[src/rtl/dlx_branch_predictor.sv]
// Direct-mapped branch predictor / BTB for the DLX fetch stage: registered
// lookup, saturating direction counters per entry, saturating statistics.
module dlx_branch_predictor #(
  parameter int PC_WIDTH   = 32,
  parameter int INDEX_BITS = 4,
  parameter int CTR_BITS   = 2,
  parameter int CNT_WIDTH  = 16
) (
  input  logic                 clk,
  input  logic                 rst_n,
  input  logic                 lookup_valid,
  input  logic [PC_WIDTH-1:0]  lookup_pc,
  output logic                 pred_valid,
  output logic                 pred_hit,
  output logic                 pred_taken,
  output logic [PC_WIDTH-1:0]  pred_target,
  input  logic                 update_valid,
  input  logic [PC_WIDTH-1:0]  update_pc,
  input  logic                 update_taken,
  input  logic [PC_WIDTH-1:0]  update_target,
  input  logic                 update_pred_taken,
  input  logic [PC_WIDTH-1:0]  update_pred_target,
  input  logic                 flush,
  input  logic                 clear_stats,
  output logic [CNT_WIDTH-1:0] lookup_cnt,
  output logic [CNT_WIDTH-1:0] mispredict_cnt
);

  localparam int ENTRIES = 1 << INDEX_BITS;
  localparam int TAG_W   = PC_WIDTH - INDEX_BITS - 2;
  localparam logic [CTR_BITS-1:0] CTR_MAX = '1;
  localparam logic [CTR_BITS-1:0] CTR_WNT = CTR_BITS'((1 << (CTR_BITS - 1)) - 1);
  localparam logic [CTR_BITS-1:0] CTR_WT  = CTR_BITS'(1 << (CTR_BITS - 1));

  logic [ENTRIES-1:0]                valid_q, valid_d;
  logic [ENTRIES-1:0][TAG_W-1:0]     tag_q, tag_d;
  logic [ENTRIES-1:0][PC_WIDTH-1:0]  target_q, target_d;
  logic [ENTRIES-1:0][CTR_BITS-1:0]  ctr_q, ctr_d;

  logic                 pred_valid_q, pred_valid_d;
  logic                 pred_hit_q, pred_hit_d;
  logic                 pred_taken_q, pred_taken_d;
  logic [PC_WIDTH-1:0]  pred_target_q, pred_target_d;
  logic [CNT_WIDTH-1:0] lookup_cnt_q, lookup_cnt_d;
  logic [CNT_WIDTH-1:0] mispredict_cnt_q, mispredict_cnt_d;

  logic [INDEX_BITS-1:0] l_idx, u_idx;
  logic [TAG_W-1:0]      l_tag, u_tag;
  logic                  l_hit, l_taken, u_hit, mispredict;
  logic [1:0]            unused_pc_bits;

  assign unused_pc_bits = update_pc[1:0];

  assign l_idx = lookup_pc[INDEX_BITS+1:2];
  assign l_tag = lookup_pc[PC_WIDTH-1:INDEX_BITS+2];
  assign u_idx = update_pc[INDEX_BITS+1:2];
  assign u_tag = update_pc[PC_WIDTH-1:INDEX_BITS+2];

  // Lookup reads the registered table, so a same-cycle update or flush is not visible to it.
  assign l_hit   = valid_q[l_idx] && (tag_q[l_idx] == l_tag);
  assign l_taken = l_hit && ctr_q[l_idx][CTR_BITS-1];
  assign u_hit   = valid_q[u_idx] && (tag_q[u_idx] == u_tag);

  assign mispredict = update_valid &&
                      ((update_taken != update_pred_taken) ||
                       (update_taken && (update_pred_target != update_target)));

  always_comb begin
    pred_valid_d  = lookup_valid;
    pred_hit_d    = pred_hit_q;
    pred_taken_d  = pred_taken_q;
    pred_target_d = pred_target_q;
    if (lookup_valid) begin
      pred_hit_d    = l_hit;
      pred_taken_d  = l_taken;
      pred_target_d = l_taken ? target_q[l_idx] : lookup_pc + PC_WIDTH'(4);
    end
  end

  always_comb begin
    valid_d  = valid_q;
    tag_d    = tag_q;
    target_d = target_q;
    ctr_d    = ctr_q;
    if (flush) begin
      valid_d = '0;
      ctr_d   = {ENTRIES{CTR_WNT}};
    end else if (update_valid) begin
      if (u_hit) begin
        if (update_taken) begin
          target_d[u_idx] = update_target;
          if (ctr_q[u_idx] != CTR_MAX) ctr_d[u_idx] = ctr_q[u_idx] + CTR_BITS'(1);
        end else if (ctr_q[u_idx] != '0) begin
          ctr_d[u_idx] = ctr_q[u_idx] - CTR_BITS'(1);
        end
      end else if (update_taken) begin
        valid_d[u_idx]  = 1'b1;
        tag_d[u_idx]    = u_tag;
        target_d[u_idx] = update_target;
        ctr_d[u_idx]    = CTR_WT;
      end
    end
  end

  always_comb begin
    lookup_cnt_d     = lookup_cnt_q;
    mispredict_cnt_d = mispredict_cnt_q;
    if (clear_stats) begin
      lookup_cnt_d     = '0;
      mispredict_cnt_d = '0;
    end else begin
      if (lookup_valid && (lookup_cnt_q != '1))
        lookup_cnt_d = lookup_cnt_q + CNT_WIDTH'(1);
      if (mispredict && (mispredict_cnt_q != '1))
        mispredict_cnt_d = mispredict_cnt_q + CNT_WIDTH'(1);
    end
  end

  always_ff @(posedge clk or negedge rst_n) begin
    if (!rst_n) begin
      valid_q          <= '0;
      tag_q            <= '0;
      target_q         <= '0;
      ctr_q            <= {ENTRIES{CTR_WNT}};
      pred_valid_q     <= 1'b0;
      pred_hit_q       <= 1'b0;
      pred_taken_q     <= 1'b0;
      pred_target_q    <= '0;
      lookup_cnt_q     <= '0;
      mispredict_cnt_q <= '0;
    end else begin
      valid_q          <= valid_d;
      tag_q            <= tag_d;
      target_q         <= target_d;
      ctr_q            <= ctr_d;
      pred_valid_q     <= pred_valid_d;
      pred_hit_q       <= pred_hit_d;
      pred_taken_q     <= pred_taken_d;
      pred_target_q    <= pred_target_d;
      lookup_cnt_q     <= lookup_cnt_d;
      mispredict_cnt_q <= mispredict_cnt_d;
    end
  end

  assign pred_valid     = pred_valid_q;
  assign pred_hit       = pred_hit_q;
  assign pred_taken     = pred_taken_q;
  assign pred_target    = pred_target_q;
  assign lookup_cnt     = lookup_cnt_q;
  assign mispredict_cnt = mispredict_cnt_q;

endmodule

[config.mk]
export PLATFORM = sky130hd
export DESIGN_NAME = dlx_branch_predictor
export DESIGN_NICKNAME = d
export VERILOG_FILES = /design/src/rtl/dlx_branch_predictor.sv
export SDC_FILE = /design/constraint.sdc
export NUM_CORES = 2
export LEC_CHECK = 0
export BUFFER_PORTS_ARGS = -buffer_cell sky130_fd_sc_hd__buf_2
export CORE_ASPECT_RATIO = 0.7
export CORE_UTILIZATION = 40
export CTS_CLUSTER_DIAMETER = 200
export DETAILED_ROUTE_END_ITERATION = 6
export HOLD_SLACK_MARGIN = 0.06
export PLACE_DENSITY = 0.55
export SETUP_SLACK_MARGIN = 0.02
export SYNTH_ARGS = -nofsm -noshare
export SYNTH_HDL_FRONTEND = slang
export SYNTH_SLANG_ARGS = --single-unit
[constraint.sdc]
create_clock -name clk -period 6.2 [get_ports clk]
set_input_delay 0.93 -clock clk [delete_from_list [all_inputs] [get_ports clk]]
set_output_delay 0.93 -clock clk [all_outputs]
set_load 0.005 [all_outputs]
After elaboration in Yosys (flattened, before gate mapping)
Cells that the tools add are included.

$add $sub $neg: 5. Equal/unequal tests: 9. Reductions and logical operators: 20. Magnitude comparators: 3. Bitwise operators: 6. Multiplexer cells: 42.

Operators by type and width (count): $bwmux 512 (1); $bwmux 416 (1); $mux 32 (10); $bmux 26 s4 (2); $bmux 32 s4 (1); $demux 32 s4 (1); $mux 16 (8); $demux 26 s4 (1); $mux 26 (3); $bwmux 32 (2); $eq 26x26->1 (2); $add 16x1->16 const B (2); $add 32x3->32 const B (1); $ne 16x16->1 const B (2); $ne 32x32->1 (1); $or 16x16->16 (2); $and 16x16->16 (1); $bmux 2 s4 (2); $not 16->16 (1); $lt 4x5->1 const B (2); $reduce_bool 2->1 (5); $bmux 1 s4 (2); $demux 2 s4 (1); $logic_and 1x1->1 (8); other kinds (14) (23).

Output and inout port bits: 67. Logic and storage cells: 140. Flip-flop bits (word level): 1043. Input port bits: 136.

Logic depth before layout (Yosys ltp)
Word-level depth: 10. Depth in mapped cells: 15. Gate-level depth less buffers: 10.

Least setup slack after synthesis
Ideal clock, no wire load.

Path type: input to register. Start point: input lookup_pc[2]. End point: register pred_target_q[25], in the netlist pred_target[25]. Arrival time: 3983 ps. Slack: 2093 ps. Setup time: 125 ps. Data required time: 6075 ps. Path buffers: 3. Stages on the path: 12. Cell sequence: buf_6 buf_2 mux4_2 mux2i_1 xor2_1 nand3_1 a2111oi_2 nand4_1 nor3b_4 buf_6 mux2_2 mux2_2.

Longest elaborated chain between the ends: 6. Elaborated cells between the ends (all ways): 13. Classes of those cells: 1 x add/sub; 1 x eq/ne; 9 x mux; 2 x reduce/logical.

RTL lines: start, declared (RTL line 12) `input logic [PC_WIDTH-1:0] lookup_pc,`; $bmux 26 s4 (RTL line 60) `assign l_hit = valid_q[l_idx] && (tag_q[l_idx] == l_tag);`; $mux 26 (not written as such) (RTL line 60); $eq 26x26->1 (RTL line 60); $logic_and 1x1->1 (RTL line 60); $logic_and 1x1->1 (RTL line 61) `assign l_taken = l_hit && ctr_q[l_idx][CTR_BITS-1];`; $mux 32 * (RTL line 76) `pred_target_d = l_taken ? target_q[l_idx] : lookup_pc + PC_WIDTH'(4);`; end signal, assigned (RTL line 139) `pred_target_q <= pred_target_d;`; end, declared (RTL line 43) `logic [PC_WIDTH-1:0] pred_target_q, pred_target_d;`.

Mark *: on every way between the ends. The rest lies on a longest branch, timed or not. The select of a mux whose other input is x is not followed. A chain may end at the register's enable or synchronous reset.

Worst setup path after layout
Start point: input update_pc[2]. End point: register tag_q[205] (netlist name).

Longest elaborated chain between the ends: 6. Elaborated cells between the ends (all ways): 14. Classes of those cells: 2 x order compare; 1 x eq/ne; 7 x mux; 1 x bitwise; 3 x reduce/logical.

RTL lines: start, declared (RTL line 18) `input logic [PC_WIDTH-1:0] update_pc,`; $bmux 26 s4 (RTL line 62) `assign u_hit = valid_q[u_idx] && (tag_q[u_idx] == u_tag);`; $mux 26 (not written as such) (RTL line 62); $eq 26x26->1 (RTL line 62); $logic_and 1x1->1 (RTL line 62); $not 1->1 (no line); $reduce_and 4->1 (no line); end signal, assigned (RTL line 133) `tag_q <= tag_d;`; end, declared (RTL line 36) `logic [ENTRIES-1:0][TAG_W-1:0] tag_q, tag_d;`.

Parallel ways exist; a longest one is shown, timed or not. The select of a mux whose other input is x is not followed.

==> flow_summary.toml <==
[setup_path]
crit_chain = "clkbuf_8, buf_4, mux4_2, o211ai_1, o21ai_0, a221oi_1, a2111oi_0, and3_1, nand3_4, buf_12, nand2_8, mux2_1"
r2r-start = "tag_q[391]"
required_ns = 6.79
endpoint_kind = "register"
startpoint_type = "input pin"
max_stage_delay_ns = 0.67
crit_slowest_cell = "a221oi_1"
crit_fanout = 27
path_buf_inv = 3
cp_top_family = "compound AO/OA/AOI/OAI gates"
arrival_ns = 5.21
path_class = "input pin to register"
crit_start = "update_pc[2]"

[run]
maxCapViolCount = 0

[sta]
finalSetupViolations = 0
rsz0062_at_grt = "no"
worst_slew_pin_slew_ns = 1.05
period_minus_slack_ns = 4.62
slew_viol_final = 0
relSlewSlack = 0.300
fin_crit_sh = 0.745
hold_slack_ns = 0.253
fin_worst_skew_ns = 0.0396
fmax_ghz = 0.216
setup_slack_ns = 1.58
hold_viol_final = 0
setup_tns_ns = 0

[logic_synthesis]
synth.top_cells.by_area = "dfrtp_1 49%, mux2_2 17%, mux4_2 17%, mux2_1 3.7%, mux2i_1 2.5%"
synth-seq-area-share = 0.496
yosys-top-cells-count = "1027 x dfrtp_1, 789 x mux2_2, 393 x mux4_2"
yosysMostFrequentCell = "dfrtp_1"
syn_inst = 3460
netlist_area_um2 = 52700
avgSynthCellArea_um2 = 15.2
synthesis.nets = 3601
ys_warn_count = 0
yosysUniqueCellTypes = 62
synth_ff_type = "dfrtp_1"
synth_async_sr_flop_share = 1.00
synth_edf_count = 0
synth-seq-cells = 1043
yosysTopAreaCell = "dfrtp_1"
synth_top_area_frac = 0.488

[clock_tree]
htree_levels = 3
path_clk_slew_ns = 0.06
cts_buffer_depth = 3
postCtsHoldBufs = 0
cts_setup_buffers = 0
clock-sinks = 1043
cts_resized = 0
clk_latency_ns = 0.73
numCtsBuffers = 107
cts_tree = "done"
cts_root_buf = "clkbuf_16"

[route]
via_per_inst = 5.78
first_pass_iters = 5
drcViolationCount = 0
wl_per_cell_um = 28.9
vias = 31300
drt_iter0_markers = 2492
drtAntennaViolNets = 0
routed_wl_um = 157000

[grt]
grtUsageTotal = 0.238
grt_pass1_vias = 31900
grt_overflow = 0
antenna_found_initial = 11
grt_pass1_wl_um = 233000
grt_max_degree = 153

[place]
routabilityCongestion = 0.856
io_buffer_count = 200
pre_cts_ws_ns = 0.990
hpwl_um = 96500

[die]
core_um2 = 131000
die_w_um = 436
die_h_um = 306
die_area_um2 = 133000
rows = 111
start_util = 0.403
ios = 203

[power]
powerDensity_nw_per_um2 = 295
power_mw = 17.5
leakagePower_nw = 26.7
vdd.ir_drop.worst_v = 0.000236

[outcome]
status = "finished clean"

[layout]
fillers = 11700
syn2layout_area_growth_pct = 12.5
drive_gt1_frac = 0.473
finish.net_count = 3710

[hold_path]
hold_path.class = "input pin to asynchronous set/reset pin"
==> logic make-up (layout without fill, tap and decap cells) <==
family          count (synthesis)  after routing  synth area share
mux                          1483           1483             0.398
flops                        1043           1043             0.496
buf+inv                       336            534            0.0312
simple gates                  302            302            0.0314
compound gates                155            155            0.0204
xor+xnor                      136            136            0.0226
fa+ha+maj                       5              5           0.00119
other cells                     0              2                 0
==> state kept, by name, indices dropped and copies added (netlist names) <==
signal          flops
ctr_q              32
valid_q            16
target_q          512
mispredict_cnt     16
lookup_cnt         16
pred_taken          1
pred_valid          1
tag_q             416
pred_hit            1
pred_target        32
==> through the flow <==
step,cell area (um2),utilization,cells
final,59300,0.453,5411
after global routing,59300,0.453,5411
after CTS,59300,0.453,5409
after detailed placement,55600,0.425,5211
after global placement,55600,0.425,5211
after floorplan,52700,-,3460
==> metal layers <==
layer	global-route usage	part of all wire
met4	0.0707	0.032
met2	0.343	0.44
met1	0.360	0.48
met5	0	0.00057
met3	0.0470	0.055
==> area by class of cell <==
type	instances	area [um2]	area share
Timing Repair Buffer	301	2110	0.0356
Tap cell	1751	2190	0.0369
Clock inverter	36	432	0.00728
Inverter	35	134	0.00226
Sequential cell	1043	26100	0.440
Antenna cell	2	5.00	0.0000844
Clock buffer	162	3240	0.0546
Multi-Input combinational cell	2081	25100	0.423
==> report_power, final <==
part | total (mW) | switching (mW) | internal [mW]
clock network | 6.78 | 2.85 | 3.93
logic | 2.60 | 1.16 | 1.44
registers | 8.14 | 0.502 | 7.64
total | 17.5 | 4.52 | 13.0
==> cell usage in the layout (no fill, tap or decap), drive strengths merged, types with 3 or more instances in the layout <==
cell type	count
dfrtp	1027
mux2	960
mux4	393
buf	300
clkbuf	163
mux2i	130
nor2	102
xor2	76
nand2	63
xnor2	60
a21oi	42
o21ai	37
inv	36
nand3	24
clkinv	24
nand2b	20
o211ai	19
nor4	17
dfstp	16
a22oi	15
nor3	14
nand4	14
and3	12
or3	11
nor2b	10
o22ai	9
a221oi	9
bufinv	8
a22o	5
ha	5
and4	4
and2	3
a31oi	3
clkinvlp	3
==> path summary, 6_finish.rpt <==
kind	cells past startpoint	slack [ns]	to
max	12	1.58	tag_q[205]
min	1	0.25	mispredict_cnt[0]
max reg2reg	11	1.90	tag_q[51]
min reg2reg	1	0.50	target_q[196]
max in group asynchronous	2	4.57	tag_q[45]
min in group clk	1	0.50	target_q[196]
==> worst register-to-register path: cells and delay by family, from the launching register on <==
family / cells / cell delay, ns
AO/OA/AOI/OAI: 3 / 1.32
buffers and inverters: 2 / 0.54
flip-flops: 1 / 0.39
multiplexers: 2 / 0.93
AND/OR/NAND/NOR: 4 / 0.99
No activity file was read; power rests on OpenSTA's default activity.
